===== src/rtl/calculator_pkg.sv =====
// Shared calculator types: scheduler state, job status and the queued job record.
package calculator_pkg;

   localparam int unsigned ADDR_W = 10;
   localparam int unsigned ID_W   = 4;

   typedef enum logic [1:0] {S_IDLE, S_LAUNCH, S_RUN, S_REPORT} sched_state_t;

   typedef enum logic [1:0] {
      ST_OK        = 2'd0,
      ST_TIMEOUT   = 2'd1,
      ST_BAD_RANGE = 2'd2
   } job_status_t;

   typedef struct packed {
      logic [ADDR_W-1:0] rd_start;
      logic [ADDR_W-1:0] rd_end;
      logic [ADDR_W-1:0] wr_start;
      logic [ADDR_W-1:0] wr_end;
      logic [ID_W-1:0]   id;
   } calc_job_t;

   // Two read words (lower/upper SRAM) produce one 64-bit sum, so the read span must be twice the write span.
   function automatic logic range_ok(calc_job_t j);
      logic [ADDR_W:0] rd_len;
      logic [ADDR_W:0] wr_len;
      rd_len = {1'b0, j.rd_end} - {1'b0, j.rd_start} + (ADDR_W+1)'(1);
      wr_len = {1'b0, j.wr_end} - {1'b0, j.wr_start} + (ADDR_W+1)'(1);
      return (j.rd_end >= j.rd_start) && (j.wr_end >= j.wr_start) &&
             (rd_len == {wr_len[ADDR_W-1:0], 1'b0});
   endfunction

endpackage


===== src/rtl/calc_job_fifo.sv =====
// Synchronous job FIFO; full/empty come from pointers carrying an extra wrap bit.
module calc_job_fifo
   import calculator_pkg::*;
#(
   parameter int unsigned DEPTH = 4
) (
   input  logic      clk,
   input  logic      rst,
   input  logic      push,
   input  logic      pop,
   input  calc_job_t din,
   output calc_job_t dout,
   output logic      full,
   output logic      empty
);

   localparam int unsigned AW = (DEPTH > 1) ? $clog2(DEPTH) : 1;

   calc_job_t      mem [DEPTH];
   logic [AW:0]    wr_ptr;
   logic [AW:0]    rd_ptr;

   assign empty = (wr_ptr == rd_ptr);
   assign full  = (wr_ptr[AW] != rd_ptr[AW]) && (wr_ptr[AW-1:0] == rd_ptr[AW-1:0]);
   assign dout  = mem[rd_ptr[AW-1:0]];

   always_ff @(posedge clk or negedge rst) begin
      if (!rst) begin
         wr_ptr <= '0;
         rd_ptr <= '0;
      end else begin
         if (push && !full)  wr_ptr <= wr_ptr + (AW+1)'(1);
         if (pop  && !empty) rd_ptr <= rd_ptr + (AW+1)'(1);
      end
   end

   always_ff @(posedge clk) begin
      if (push && !full) mem[wr_ptr[AW-1:0]] <= din;
   end

endmodule


===== src/rtl/calc_job_scheduler.sv =====
// Queues calculator jobs and runs them one at a time on the controller, with timeout and status report.
module calc_job_scheduler
   import calculator_pkg::*;
#(
   parameter int unsigned DEPTH   = 4,
   parameter int unsigned CNT_W   = 16,
   parameter int unsigned TIMEOUT = 5000
) (
   input  logic              clk,
   input  logic              rst,
   input  logic              job_valid,
   output logic              job_ready,
   input  logic [ADDR_W-1:0] job_rd_start,
   input  logic [ADDR_W-1:0] job_rd_end,
   input  logic [ADDR_W-1:0] job_wr_start,
   input  logic [ADDR_W-1:0] job_wr_end,
   output logic [ID_W-1:0]   job_id,
   output logic              ctrl_start,
   output logic              ctrl_abort,
   output logic [ADDR_W-1:0] ctrl_rd_start,
   output logic [ADDR_W-1:0] ctrl_rd_end,
   output logic [ADDR_W-1:0] ctrl_wr_start,
   output logic [ADDR_W-1:0] ctrl_wr_end,
   input  logic              ctrl_done,
   output logic              sched_busy,
   output logic              done_valid,
   output logic [ID_W-1:0]   done_id,
   output logic [1:0]        done_status,
   output logic [CNT_W-1:0]  done_cycles
);

   localparam logic [CNT_W-1:0] TMO = CNT_W'(TIMEOUT);

   sched_state_t     state_q, state_d;
   calc_job_t        act_q, act_d;
   calc_job_t        fifo_din, fifo_dout;
   logic [ID_W-1:0]  tag_q;
   logic [CNT_W-1:0] cnt_q, cnt_d;
   logic             start_q, start_d, abort_q, abort_d, dv_q, dv_d;
   logic [ID_W-1:0]  did_q, did_d;
   job_status_t      dstat_q, dstat_d;
   logic [CNT_W-1:0] dcyc_q, dcyc_d;
   logic             push, pop, full, empty;

   assign job_ready = !full;
   assign push      = job_valid && !full;
   assign job_id    = tag_q;
   assign fifo_din  = '{rd_start: job_rd_start, rd_end: job_rd_end,
                        wr_start: job_wr_start, wr_end: job_wr_end, id: tag_q};

   calc_job_fifo #(.DEPTH(DEPTH)) u_fifo (
      .clk   (clk),
      .rst   (rst),
      .push  (push),
      .pop   (pop),
      .din   (fifo_din),
      .dout  (fifo_dout),
      .full  (full),
      .empty (empty)
   );

   always_comb begin
      state_d = state_q;
      act_d   = act_q;
      cnt_d   = cnt_q;
      start_d = 1'b0;
      abort_d = 1'b0;
      dv_d    = 1'b0;
      did_d   = did_q;
      dstat_d = dstat_q;
      dcyc_d  = dcyc_q;
      pop     = 1'b0;
      case (state_q)
         S_IDLE: begin
            if (!empty) begin
               pop     = 1'b1;
               act_d   = fifo_dout;
               state_d = S_LAUNCH;
            end
         end
         S_LAUNCH: begin
            if (range_ok(act_q)) begin
               start_d = 1'b1;
               cnt_d   = CNT_W'(1);
               state_d = S_RUN;
            end else begin
               dv_d    = 1'b1;
               did_d   = act_q.id;
               dstat_d = ST_BAD_RANGE;
               dcyc_d  = '0;
               state_d = S_REPORT;
            end
         end
         S_RUN: begin
            // Completion is checked before the timeout so a coincident done is reported OK.
            if (ctrl_done) begin
               dv_d    = 1'b1;
               did_d   = act_q.id;
               dstat_d = ST_OK;
               dcyc_d  = cnt_q;
               state_d = S_REPORT;
            end else if (cnt_q == TMO) begin
               abort_d = 1'b1;
               dv_d    = 1'b1;
               did_d   = act_q.id;
               dstat_d = ST_TIMEOUT;
               dcyc_d  = TMO;
               state_d = S_REPORT;
            end else if (cnt_q != '1) begin
               cnt_d = cnt_q + CNT_W'(1);
            end
         end
         S_REPORT: state_d = S_IDLE;
         default:  state_d = S_IDLE;
      endcase
   end

   always_ff @(posedge clk or negedge rst) begin
      if (!rst) begin
         state_q <= S_IDLE;
         act_q   <= '0;
         tag_q   <= '0;
         cnt_q   <= '0;
         start_q <= 1'b0;
         abort_q <= 1'b0;
         dv_q    <= 1'b0;
         did_q   <= '0;
         dstat_q <= ST_OK;
         dcyc_q  <= '0;
      end else begin
         state_q <= state_d;
         act_q   <= act_d;
         cnt_q   <= cnt_d;
         start_q <= start_d;
         abort_q <= abort_d;
         dv_q    <= dv_d;
         did_q   <= did_d;
         dstat_q <= dstat_d;
         dcyc_q  <= dcyc_d;
         if (push) tag_q <= tag_q + ID_W'(1);
      end
   end

   assign ctrl_start    = start_q;
   assign ctrl_abort    = abort_q;
   assign ctrl_rd_start = act_q.rd_start;
   assign ctrl_rd_end   = act_q.rd_end;
   assign ctrl_wr_start = act_q.wr_start;
   assign ctrl_wr_end   = act_q.wr_end;
   assign sched_busy    = (state_q != S_IDLE) || !empty;
   assign done_valid    = dv_q;
   assign done_id       = did_q;
   assign done_status   = dstat_q;
   assign done_cycles   = dcyc_q;

endmodule


===== config.mk =====
export PLATFORM = sky130hd
export DESIGN_NAME = calc_job_scheduler
export DESIGN_NICKNAME = d
export VERILOG_FILES = /design/src/rtl/calculator_pkg.sv /design/src/rtl/calc_job_fifo.sv /design/src/rtl/calc_job_scheduler.sv
export SDC_FILE = /design/constraint.sdc
export NUM_CORES = 1
export LEC_CHECK = 0
export BUFFER_PORTS_ARGS = -buffer_cell sky130_fd_sc_hd__buf_2
export CAP_MARGIN = 20
export CORE_ASPECT_RATIO = 0.5
export CORE_MARGIN = 8
export CORE_UTILIZATION = 50
export CTS_CLUSTER_DIAMETER = 150
export CTS_CLUSTER_SIZE = 10
export DETAILED_ROUTE_END_ITERATION = 10
export GPL_TIMING_DRIVEN = 0
export PLACE_DENSITY = 0.72
export SYNTH_ARGS = -nofsm -noshare
export SYNTH_HDL_FRONTEND = slang
export SYNTH_SLANG_ARGS = --single-unit

===== constraint.sdc =====
create_clock -name clk -period 3.1 [get_ports clk]
set_input_delay 0.465 -clock clk [delete_from_list [all_inputs] [get_ports clk]]
set_output_delay 0.465 -clock clk [all_outputs]
set_load 0.02 [all_outputs]

; Yosys cells after proc, flatten, opt, wreduce, memory -nomap -nowiden
; Memory sizes are Yosys's and may differ from the RTL's. A register that Yosys moved wholly into a read port is not among the register bits.
; Index checks and enable logic that the tools add are counted.
[classes]
n_reduce_logical = 17
n_eq_ne = 16
n_bitwise = 1
n_lt_le_gt_ge = 2
muxes = 34
add_sub_neg = 8
[ops]
columns = cell, count
row1 = 16-bit 2-to-1 mux, 7
row2 = 16-bit case mux with 2 select lines, 2
row3 = 10-bit >= comparator, 2
row4 = "16-bit by 1-bit adder with 16-bit output, second input constant", 1
row5 = "16-bit by 13-bit == test with 1-bit output, second input constant", 1
row6 = "16-bit != test, second input constant", 1
row7 = 1-bit 2-to-1 mux, 12
row8 = 2-bit 2-to-1 mux, 6
row9 = 4-bit 2-to-1 mux, 3
row10 = "2-bit != test, second input constant", 6
row11 = "11-bit by 1-bit adder with 11-bit output, second input constant", 1
row12 = 11-bit == test, 1
row13 = 10-bit by 10-bit subtractor with 11-bit output, 1
row14 = "10-bit by 1-bit adder with 10-bit output, second input constant", 1
row15 = 10-bit subtractor, 1
row16 = 2-bit case mux with 4 select lines, 1
row17 = 4-bit case mux with 2 select lines, 1
row18 = "3-bit by 1-bit adder with 3-bit output, second input constant", 2
row19 = 1-bit logical AND, 6
row20 = 5-bit AND reduction, 1
row21 = "4-bit by 1-bit adder with 4-bit output, second input constant", 1
row22 = "2-bit == test, second input constant", 2
row23 = 2-bit case mux with 2 select lines, 1
row24 = 2-bit AND reduction, 2
row25 = other kinds (12), 15
[totals]
mem_bits_rw = 176
ff_bits = 53
input_bits = 44
n_memories = 1
word_cells = 90
output_inout_bits = 71
[memory_table]
columns = name, depth, width, rd, rd_clocked_by_memory_dff, write_ports, line
row1 = u_fifo.mem, 4, 44, 1, 1, 1, calc_job_fifo.sv:19  ; calc_job_t mem [DEPTH];

; Logic depth before layout (Yosys ltp)
; Gate-level depths: netlist of the first run.
[depth]
word_depth = 7
depth_mapped = 16
ltp_nobuf = 14

; By module
; A second synthesis of the first run with hierarchy kept.
[unflattened]
hier_cells = 898
hier_area_um2 = 12884.9
[modules_own_cells]
columns = module, n_inst, cells_each, seq_area_each_um2, area_per_inst_um2
row1 = calc_job_fifo, 1, 278, 5435.2, 6817.8
row2 = calc_job_scheduler, 1, 620, 2277.2, 6067.1

; Worst setup path after synthesis of the first run
; No wires, ideal clock.
[synth_timing]
path_type = register -> register
startpoint = register act_q (netlist bit ctrl_wr_start[1])
endpoint = register cnt_q[15]
required_ns = 2.976
path_stages_with_launch = 16
path_slack_ns = -0.277
n_path_buf = 1
synth_period_minus_slack_ns = 3.377
arrival_time_ns = 3.253
path_cell_list = dfrtp_1 inv_1 ha_1 inv_1 ha_1 inv_1 fa_1 or2_2 a211oi_2 o32a_1 and3_1 o21ai_1 o31a_1 or2_1 buf_6 a211o_1
[synth_between]
elab_chain_len = 6
[synth_rtl]
columns = item, line
row1 = "start, declared", calc_job_scheduler.sv:35  ; calc_job_t act_q, act_d;
row2 = "start signal, assigned", calc_job_scheduler.sv:132  ; act_q <= act_d;
row3 = 10-bit subtractor, calculator_pkg.sv:28  ; wr_len = {1'b0, j.wr_end} - {1'b0, j.wr_start} + (ADDR_W+1)'(1);
row4 = 10-bit by 1-bit adder with 10-bit output, calculator_pkg.sv:28
row5 = 11-bit == test, calculator_pkg.sv:30  ; (rd_len == {wr_len[ADDR_W-1:0], 1'b0});
row6 = 1-bit logical AND *, calculator_pkg.sv:29  ; return (j.rd_end >= j.rd_start) && (j.wr_end >= j.wr_start) &&
row7 = 2-bit != test (no source line) *, -
row8 = 5-bit AND reduction (no source line) *, -
row9 = "end signal, assigned", calc_job_scheduler.sv:133  ; cnt_q <= cnt_d;
row10 = "end, declared", calc_job_scheduler.sv:38  ; logic [CNT_W-1:0] cnt_q, cnt_d;
; Mark *: on every way between the ends. The rest lies on a longest branch, timed or not.
; A chain may end at the register's enable or synchronous reset.

; Final worst setup path of the first run
[layout_timing]
startpoint = register act_q (netlist bit ctrl_rd_start[2])
endpoint = register cnt_q[15]
[layout_between]
elab_chain_len = 6
[layout_rtl]
columns = item, line
row1 = 10-bit by 10-bit subtractor with 11-bit output, calculator_pkg.sv:27  ; rd_len = {1'b0, j.rd_end} - {1'b0, j.rd_start} + (ADDR_W+1)'(1);
row2 = 11-bit by 1-bit adder with 11-bit output, calculator_pkg.sv:27
row3 = 11-bit == test, calculator_pkg.sv:30
row4 = 1-bit logical AND *, calculator_pkg.sv:29
row5 = 2-bit != test (no source line) *, -
row6 = 5-bit AND reduction (no source line) *, -
; Marks and branches as above.

==> results.cfg, run 1 <==
[critical_path]
worstPathArrival_ns = 3.91
crit_path_top_delay_cell = fa_1
cp_common_cell = inv_2
regToRegSetupSlack_ns = -0.36
path_cells = inv_2 -> ha_4 -> inv_2 -> fa_1 -> or3b_4 -> o221ai_4 -> a221oi_4 -> o21a_1 -> o211ai_1 -> nand3_2 -> or2_1 -> buf_6 -> a211o_1
critPathCaptureType = flip-flop
crit_fanout = 8
required_ns = 3.55
start_kind = flip-flop
cpPeakStageDelay_ns = 0.47
worstSetupPathType = flip-flop to flip-flop
startpoint = ctrl_rd_start[2]$_DFFE_PN0P_
r2r_start = ctrl_rd_start[2]$_DFFE_PN0P_

[logic_synthesis]
ys_types = 66
ys_ff_latch = 273
avgSynthCellArea_um2 = 15.32
synth_area_um2 = 12760
ys_seq_area_share_pct = 60.44
synth_flop_cell = edfxtp_1
yosysWarnings = 0
async_reset_ff_share_pct = 35.53
synthTopCellsByArea = edfxtp_1 (41%), dfrtp_1 (19%), mux4_2 (7.8%)
synth_top_area_cell = edfxtp_1
synth-edff-count = 176
synthCells = 833
syn-num-nets = 940
synth.top_cell.area_share_pct = 41.42

[detailed_routing]
drt_iter0_markers = 512
routed-via-count = 7538
dr.pass1.iters = 5
ant_nets = 0
drc = 0
wl_per_cell_um = 20.24
routed_wl_um = 27950
via_per_inst = 5.458

[layout]
drive_gt1_share_pct = 38.86
final_cell_mix = edfxtp_1 (176), buf_2 (113), dfrtp_1 (96)
layout.nets = 1121
n_antenna_cell = 0
nFillCells = 1893
multi_input_area_um2 = 4638
layout_commonest_cell = edfxtp_1
register_area_um2 = 7714
area_growth_pct = 19.95

[die]
die_h_um = 129.0
die_area_um2 = 31200
rows = 41
start_util_pct = 50.77
pin_count = 115
fp.coreArea_um2 = 25140
die_w_um = 241.9

[grt]
grt_util_all_layers_pct = 17.62
gr-total-overflow = 0
grt_antenna_before_repair = 2
grt_pass1_vias = 7766
grt_max_degree = 56
grt_pass1_wl_um = 43570

[status]
violations = setup timing
status = finished with violations

[place]
place_congestion = 0.8612
port_buffers = 114
hpwl_um = 19040

[timing]
setup_viol = 40
period_needed_ns = 3.457
fin_worst_skew_ns = 0.01189
tightest_slew_ns = 0.9156
drv_slew = 0
rsz0062_at_grt = true
hold_viol_final = 0
max_freq_mhz = 289.2
worst_hold_slack_ns = 0.1059
fin_crit_sh_pct = 111.5
timing.final.ws_setup_ns = -0.3573
relSlewSlack_pct = 38.96

[hold_path]
hold_start = job_wr_start[3]
min_path_type = input pin to flip-flop

[pwr]
combPwrFrac_pct = 54.4
power.switching_mw = 7.648
switching_share_pct = 38.77
p_leak_nw = 6.259
pwr-share-seq_pct = 28.8
ir_worst_vdd_v = 0.0006807
pwr-share-clk_pct = 16.7
power_density_nw_per_um2 = 1289
intPower_mw = 12.08
p_total_mw = 19.73

[cts]
cts.path.max_buffers = 3
cts_root_buf = clkbuf_16
clock-sinks = 273
htree_levels = 1
cts.reportedPaths.clkPinSlew_ns = 0.06
cts_buffers = 31
insertion_delay_ns = 0.57
cts_tree = built

[job]
max-cap-violations = 0
cells by family (layout without fill, tap and decap cells):
kind of cell,after synthesis,after routing,share of synthesized area [%]
adder cells (fa/ha/maj),63,63,6.765
XOR/XNOR,30,30,2.167
buffers and inverters,128,332,5.216
multiplexers,107,107,13.73
flip-flops,273,273,60.44
AO/OA/AOI/OAI,88,88,5.177
AND/OR/NAND/NOR,144,144,6.510
state kept, by name, summed over array words and instances (netlist names), 4 cells and up:
name           cells
ctrl_rd_start     10
done_cycles       16
act_q              4
job_id             4
done_id            4
ctrl_wr_end       10
ctrl_wr_start     10
cnt_q             16
u_fifo.mem       176
ctrl_rd_end       10
path summary, 6_finish.rpt:
check / end / depth (start not counted)
worst min-delay path: u_fifo.mem[2][17]$_DFFE_PP_ / 1
worst max register to register: cnt_q[15]$_DFFE_PN0P_ / 13
worst min register to register: u_fifo.wr_ptr[2]$_DFFE_PN0P_ / 1
worst max-delay path: cnt_q[15]$_DFFE_PN0P_ / 13
min in group asynchronous: done_cycles[9]$_DFFE_PN0P_ / 2
max in group asynchronous: ctrl_wr_start[3]$_DFFE_PN0P_ / 3
critical path, delay by kind of cell, from the launching register on:
| family | cells | cell delay [ns] |
|---|---|---|
| adders and majority gates | 2 | 0.62 |
| and+or+nand+nor | 3 | 0.86 |
| AOI/OAI and AO/OA | 5 | 1.15 |
| DFF | 1 | 0.41 |
| buffers and inverters | 3 | 0.30 |
power groups by stage:
stage | Clock (mW) | Sequential (mW) | Combinational, mW
finish | 3.30 | 5.69 | 10.7
global route | 3.52 | 5.82 | 11.7
CTS | 3.37 | 5.69 | 10.0
detailed placement | 0 | 5.78 | 9.37
global placement | 0 | 5.75 | 9.10
floorplan | 0 | 5.68 | 7.10
what timing repair did:
item / in CTS / in global routing
gates resized for setup: 24 / 39
hold buffers: 1 / 0
pin swaps: 19 / 24
cloned: 0 / 2
setup endpoints to repair: 80 / 54
endpoints found under the hold margin: 18 / 0
setup buffers: 18 / 8
cell type report:
class	count	area share, %
inverter	59	1.447
buffer	69	3.090
clock buffer	54	5.632
timing repair buffer	148	6.139
sequential	273	50.39
tap	344	2.812
clock inverter	2	0.1880
multi-input combinational	432	30.30
through the flow:
step                      cell area [µm²]  setup WS, ns  utilization [%]  std cells  setup TNS [ns]
after floorplan                     12790       -0.1998                -        833          -3.461
after global placement              13800       -0.8736            54.88       1291         -173.59
after detailed placement            13910       -0.5502            55.34       1296          -25.75
after CTS                           15030       -0.3582            59.81       1371          -11.53
after global routing                15310       -0.4848            60.90       1381          -16.82
final                               15310       -0.3573            60.90       1381          -10.61
cells in the mapped netlist (all sizes together) (5+ instances only):
| cell | n |
|---|---|
| edfxtp | 176 |
| dfrtp | 97 |
| mux2 | 62 |
| inv | 59 |
| ha | 53 |
| buf | 47 |
| mux4 | 44 |
| o21ai | 26 |
| and3 | 25 |
| clkbuf | 22 |
| nand2 | 19 |
| xnor2 | 18 |
| nand3 | 17 |
| nor2 | 16 |
| a21oi | 14 |
| xor2 | 11 |
| fa | 10 |
| o211ai | 10 |
| nand3b | 9 |
| nor2b | 9 |
| or3 | 9 |
| nand2b | 7 |
| nor3 | 7 |
| nand4 | 6 |
| o2bb2ai | 5 |
per-layer routing:
metal,vias up,GRT usage (%),part of all wire (%)
met2,190,30.14,49
li1,3438,-,-
met4,4,5.471,2.5
met5,-,0,0.082
met1,3847,22.37,43
met3,59,4.117,4.8
Power figures use the tool's default switching activity.
==> run 2, diff against run 1 <==
--- a/config.mk
+++ b/config.mk
@@ -15,6 +15,7 @@
 export DETAILED_ROUTE_END_ITERATION = 10
 export GPL_TIMING_DRIVEN = 0
 export PLACE_DENSITY = 0.72
+export SETUP_SLACK_MARGIN = 0.5
 export SYNTH_ARGS = -nofsm -noshare
 export SYNTH_HDL_FRONTEND = slang
 export SYNTH_SLANG_ARGS = --single-unit
==> results.cfg, run 2 (synthesis results as in run 1) <==
[status]
status = finished with violations
violations = setup timing

[timing]
max_freq_mhz = 288.0
drv_slew = 0
tns_ns = -12.13
timing.final.ws_setup_ns = -0.3719
period_needed_ns = 3.472
fin_worst_skew_ns = 0.01190
hold_viol_final = 0
fin_crit_sh_pct = 112.0
setup_viol = 40
worst_hold_slack_ns = 0.1085
rsz0062_at_grt = true
tightest_slew_ns = 0.9039
relSlewSlack_pct = 39.74

[job]
max-cap-violations = 0

[layout]
nFillCells = 1895
final_util_pct = 61.16
largest_register_ffs = 176
area_growth_pct = 20.47
layout.nets = 1121
drive_gt1_share_pct = 40.17
final_cell_mix = edfxtp_1 (176), buf_2 (113), dfrtp_1 (93)
n_antenna_cell = 0
layout_commonest_cell = edfxtp_1

[critical_path]
startpoint = ctrl_wr_start[2]$_DFFE_PN0P_
worstSetupPathType = flip-flop to flip-flop
start_kind = flip-flop
crit_path_top_delay_cell = fa_1
crit_fanout = 6
rr_endpoint = cnt_q[2]$_DFFE_PN0P_
critPathCaptureType = flip-flop
crit_family = simple AND/OR/NAND/NOR gates
path_cells = inv_1 -> ha_2 -> inv_2 -> fa_1 -> or3b_4 -> o221ai_4 -> nor2_2 -> nor4b_2 -> xor2_1 -> o31a_1 -> or2_1 -> buf_6 -> buf_4 -> o211ai_1
r2r_start = ctrl_wr_start[2]$_DFFE_PN0P_
regToRegSetupSlack_ns = -0.37
worstPathArrival_ns = 3.95
cp_num_buf_inv = 4
reg2reg_depth = 14
required_ns = 3.57
cpPeakStageDelay_ns = 0.46

[cts]
htree_levels = 1
cts.reportedPaths.clkPinSlew_ns = 0.06
clock-sinks = 273
cts_buffers = 31
cts_root_buf = clkbuf_16
cts.path.max_buffers = 3
insertion_delay_ns = 0.57
cts_tree = built

[hold_path]
min_path_type = input pin to flip-flop
hold_start = job_wr_start[6]
worstHoldEndpoint = u_fifo.mem[0][20]$_DFFE_PP_
min_path_cells = 1

[grt]
grt_pass1_wl_um = 43460
grt_max_degree = 64
grt_pass1_vias = 7776
gr-total-overflow = 0
grt_antenna_before_repair = 2
grt_util_all_layers_pct = 17.43

[detailed_routing]
wl_per_cell_um = 19.87
routed_wl_um = 27460
ant_nets = 0
dr.pass1.iters = 5
drc = 0
drt_iter0_markers = 454
routed-via-count = 7457
via_per_inst = 5.396

[place]
place_congestion = 0.8347
port_buffers = 114
hpwl_um = 18800

[die]
die_area_um2 = 31200
start_util_pct = 50.77
die_w_um = 241.9
fp.coreArea_um2 = 25140
die_h_um = 129.0
rows = 41
pin_count = 115
==> run 2: cell types whose count changed in the layout (fill, tap and decap cells not counted), sizes merged <==
cell,before,now
clkbuf,78,76
buf,192,195
==> run 2: area by class of cell <==
type                    instances  area, µm²  share of cell area [%]
flip-flops and latches        273       7717                   50.20
multi-input cells             432       4687                   30.49
repair buffers                148      937.1                   6.096
clock buffers                  55      865.8                   5.632
plain buffers                  69      485.5                   3.158
well taps                     344      430.4                   2.800
inverters                      59      221.5                   1.441
clock inverters                 2      28.78                  0.1872
==> run 2: worst max-delay path by stage <==
stage | slack, ns | cells past startpoint | to
floorplan | -0.20 | 14 | cnt_q[9]$_DFFE_PN0P_
global placement | -0.52 | 14 | cnt_q[9]$_DFFE_PN0P_
detailed placement | -0.56 | 15 | done_cycles[13]$_DFFE_PN0P_
CTS | -0.36 | 13 | cnt_q[15]$_DFFE_PN0P_
global route | -0.50 | 15 | cnt_q[2]$_DFFE_PN0P_
finish | -0.37 | 14 | cnt_q[2]$_DFFE_PN0P_
==> run 2: routing by layer <==
| metal | vias to the layer above | track usage [%] | share of wire (%) |
|---|---|---|---|
| li1 | 3447 | - | - |
| met1 | 3805 | 22.61 | 44 |
| met2 | 166 | 30.32 | 50 |
| met3 | 35 | 3.744 | 4.8 |
| met4 | 4 | 3.636 | 1.5 |
| met5 | - | 0 | 0.098 |
==> run 2: stage by stage <==
step                      instance area [µm²]  setup slack, ns  std cells
after floorplan                         12840          -0.1998        833
after global placement                  13850          -0.5172       1291
after detailed placement                13960          -0.5582       1296
after CTS                               15160          -0.3555       1374
after global routing                    15370          -0.5017       1382
final                                   15370          -0.3719       1382
==> run 2: timing repair <==
item / CTS / global route
pin swaps: 17 / 15
hold endpoints to repair: 34 / 0
hold buffers: 1 / 0
gates cloned: 0 / 1
endpoints found under the setup margin: 197 / 42
buffers inserted: 20 / 7
gates resized for setup: 39 / 35
==> run 2: worst reg2reg max path, stage by stage (launching register included) <==
cell and delay (ns):
dfrtp_1 0.39, inv_1 0.07, ha_2 0.18, inv_2 0.04, fa_1 0.46, or3b_4 0.40
o221ai_4 0.23, nor2_2 0.07, nor4b_2 0.28, xor2_1 0.17, o31a_1 0.41, or2_1 0.26
buf_6 0.14, buf_4 0.13, o211ai_1 0.16
Power of run 2 is left out: the tool's default activity adds up to more than one toggle a clock period on the data nets, which glitch-free logic cannot reach.
==> run 3, diff against run 2 <==
--- a/config.mk
+++ b/config.mk
@@ -5,16 +5,17 @@
 export SDC_FILE = /design/constraint.sdc
 export NUM_CORES = 1
 export LEC_CHECK = 0
+export ABC_AREA = 1
 export BUFFER_PORTS_ARGS = -buffer_cell sky130_fd_sc_hd__buf_2
 export CAP_MARGIN = 20
 export CORE_ASPECT_RATIO = 0.5
 export CORE_MARGIN = 8
 export CORE_UTILIZATION = 50
 export CTS_CLUSTER_DIAMETER = 150
-export CTS_CLUSTER_SIZE = 10
+export CTS_CLUSTER_SIZE = 24
 export DETAILED_ROUTE_END_ITERATION = 10
 export GPL_TIMING_DRIVEN = 0
-export PLACE_DENSITY = 0.72
+export PLACE_DENSITY = 0.71
 export SETUP_SLACK_MARGIN = 0.5
 export SYNTH_ARGS = -nofsm -noshare
 export SYNTH_HDL_FRONTEND = slang
==> results.cfg, run 3 <==
[status]
status = finished clean

[timing]
timing.final.ws_setup_ns = 0.1608
relSlewSlack_pct = 56.36
hold_viol_final = 0
fin_crit_sh_pct = 94.81
period_needed_ns = 2.939
drv_slew = 0
max_freq_mhz = 340.2
tightest_slew_ns = 0.6546
setup_viol = 0
rsz0062_at_grt = true
fin_worst_skew_ns = 0.01863
worst_hold_slack_ns = 0.1717

[place]
place_congestion = 0.9212
placed_cells = 1718
hpwl_um = 22900
pre_cts_ws_ns = -0.02741
port_buffers = 114

[layout]
nFillCells = 2043
largest_register_ffs = 176
register_area_um2 = 7716
area_growth_pct = 17.68
drive_gt1_share_pct = 23.02
n_antenna_cell = 0
layout.nets = 1537
fin_cells = 1782
final_cell_mix = edfxtp_1 (176), nor2_1 (166), nand2_1 (145)
multi_input_area_um2 = 4644
layout_commonest_cell = edfxtp_1

[die]
die_area_um2 = 31710
die_w_um = 244.0
pin_count = 115
die_h_um = 130.0
fp.coreArea_um2 = 25340
start_util_pct = 51.26
rows = 41

[critical_path]
crit_fanout = 7
startpoint = ctrl_rd_end[1]$_DFFE_PN0P_
reg2reg_depth = 20
regToRegSetupSlack_ns = 0.16
worstPathArrival_ns = 3.37
critPathCaptureType = flip-flop
r2r_start = ctrl_rd_end[1]$_DFFE_PN0P_
start_kind = flip-flop
required_ns = 3.53
worstSetupPathType = flip-flop to flip-flop
rr_endpoint = done_status[1]$_DFFE_PN0P_

[logic_synthesis]
synth.top_cell.area_share_pct = 40.68
synth_common_cells = nand2_1 (186), edfxtp_1 (176), nor2_1 (172)
synth_area_um2 = 12990
yosysMostFrequentCell = nand2_1
async_reset_ff_share_pct = 35.53
synth_flop_cell = edfxtp_1
synth_top_area_cell = edfxtp_1
avgSynthCellArea_um2 = 10.35
yosysWarnings = 0
ys_ff_latch = 273
synth-edff-count = 176
ys_types = 39
syn-num-nets = 1362
synthTopCellsByArea = edfxtp_1 (41%), dfrtp_1 (19%), nand2_1 (5.4%)
ys_seq_area_share_pct = 59.37
synthCells = 1255

[grt]
grt_pass1_wl_um = 50870
gr-total-overflow = 0
grt_pass1_vias = 9451
grt_antenna_before_repair = 5
grt_max_degree = 63
grt_util_all_layers_pct = 20.16

[cts]
cts_root_buf = clkbuf_16
cts_buffers = 15
insertion_delay_ns = 0.50
cts.reportedPaths.clkPinSlew_ns = 0.10
cts.path.max_buffers = 3
cts_tree = built
clock-sinks = 273
htree_levels = 1

[hold_path]
worstHoldEndpoint = u_fifo.mem[2][19]$_DFFE_PP_
min_path_type = input pin to flip-flop
min_path_cells = 1
hold_start = job_wr_start[5]

[detailed_routing]
wl_per_cell_um = 18.78
dr.pass1.iters = 5
drc = 0
drt_iter0_markers = 970
routed-via-count = 9721
via_per_inst = 5.455
ant_nets = 0
routed_wl_um = 33470

[pwr]
p_total_mw = 18.19
power_density_nw_per_um2 = 1189
p_leak_nw = 6.431
ir_worst_vdd_v = 0.0004427

[job]
max-cap-violations = 0
run 3: cell types whose count changed after synthesis, sizes merged, moves of 25 or more:
| cell | previous run | this run |
|---|---|---|
| a21oi | 14 | 50 |
| and3 | 25 | 0 |
| inv | 59 | 116 |
| mux2 | 62 | 14 |
| mux4 | 44 | 0 |
| nand2 | 19 | 188 |
| nand3 | 17 | 51 |
| nor2 | 16 | 177 |
| o21ai | 26 | 128 |
| o22ai | 2 | 44 |
run 3: cell families after synthesis:
logic type,synth area share [%]
and+or+nand+nor,14.76
DFF,59.37
adders and majority gates,6.645
AOI/OAI and AO/OA,9.467
buffers and inverters,7.397
muxes,1.214
xor gates and xnor gates,1.146
run 3: how the worst max path moves through the flow:
| stage | endpoint | slack (ns) |
|---|---|---|
| after floorplan | u_fifo.mem[1][0]$_DFFE_PP_ | 0.18 |
| after global placement | u_fifo.mem[0][11]$_DFFE_PP_ | -0.96 |
| after detailed placement | done_cycles[14]$_DFFE_PN0P_ | -0.03 |
| after CTS | done_cycles[15]$_DFFE_PN0P_ | 0.16 |
| after global routing | cnt_q[9]$_DFFE_PN0P_ | -0.04 |
| final | done_status[1]$_DFFE_PN0P_ | 0.16 |
run 3: worst max-delay path, cell delays in order, from the launching register on:
cell       delay (ns)
dfrtp_1          0.43
buf_4            0.15
buf_4            0.14
inv_1            0.08
ha_2             0.20
fa_1             0.45
nand2_1          0.09
nand2_1          0.05
nor2_1           0.08
nand2_1          0.06
nor2_1           0.08
nand3_1          0.09
nor2_2           0.12
nand3_2          0.09
nor2_4           0.12
buf_6            0.11
nand4_4          0.11
nand2_8          0.15
clkbuf_16        0.17
nand2_2          0.04
o21ai_1          0.06
run 3: where the power goes:
part           leakage [nW]  switching [mW]  total, mW  internal, mW
clock network         0.206            1.18       2.12         0.934
logic                  3.43            6.62       10.5          3.91
registers              2.80           0.571       5.54          4.97
total                  6.43            8.37       18.2          9.81
run 3: timing repair:
| item | in CTS | in global routing |
|---|---|---|
| pin swaps | 10 | 17 |
| gates resized for setup | 36 | 65 |
| hold endpoints to repair | 35 | 0 |
| hold buffers | 1 | 0 |
| setup buffers | 22 | 8 |
| setup endpoints to repair | 219 | 152 |
| gates cloned | 7 | 1 |
run 3: area by class of cell:
class / instances / share of cell area, %
inverters: 119 / 2.938
repair buffers: 154 / 7.006
multi-input cells: 781 / 30.38
plain buffers: 86 / 3.576
flip-flops and latches: 273 / 50.47
clock buffers: 23 / 2.652
clock inverters: 2 / 0.1637
well taps: 344 / 2.815
run 3: per-layer routing:
metal	global-route usage, %	share of wire [%]
met1	26.30	42
met2	34.25	48
met3	4.529	7.8
met4	5.023	2.5
met5	0	0.16
run 3: metrics by stage:
step | setup TNS (ns) | utilization [%] | area [µm²]
2_1_floorplan | 0 | - | 13030
3_3_place_gp | -125.06 | 55.37 | 14030
3_5_place_dp | -0.06030 | 55.92 | 14170
4_1_cts | 0 | 59.11 | 14980
5_1_grt | -0.5512 | 60.33 | 15290
6_report | 0 | 60.33 | 15290
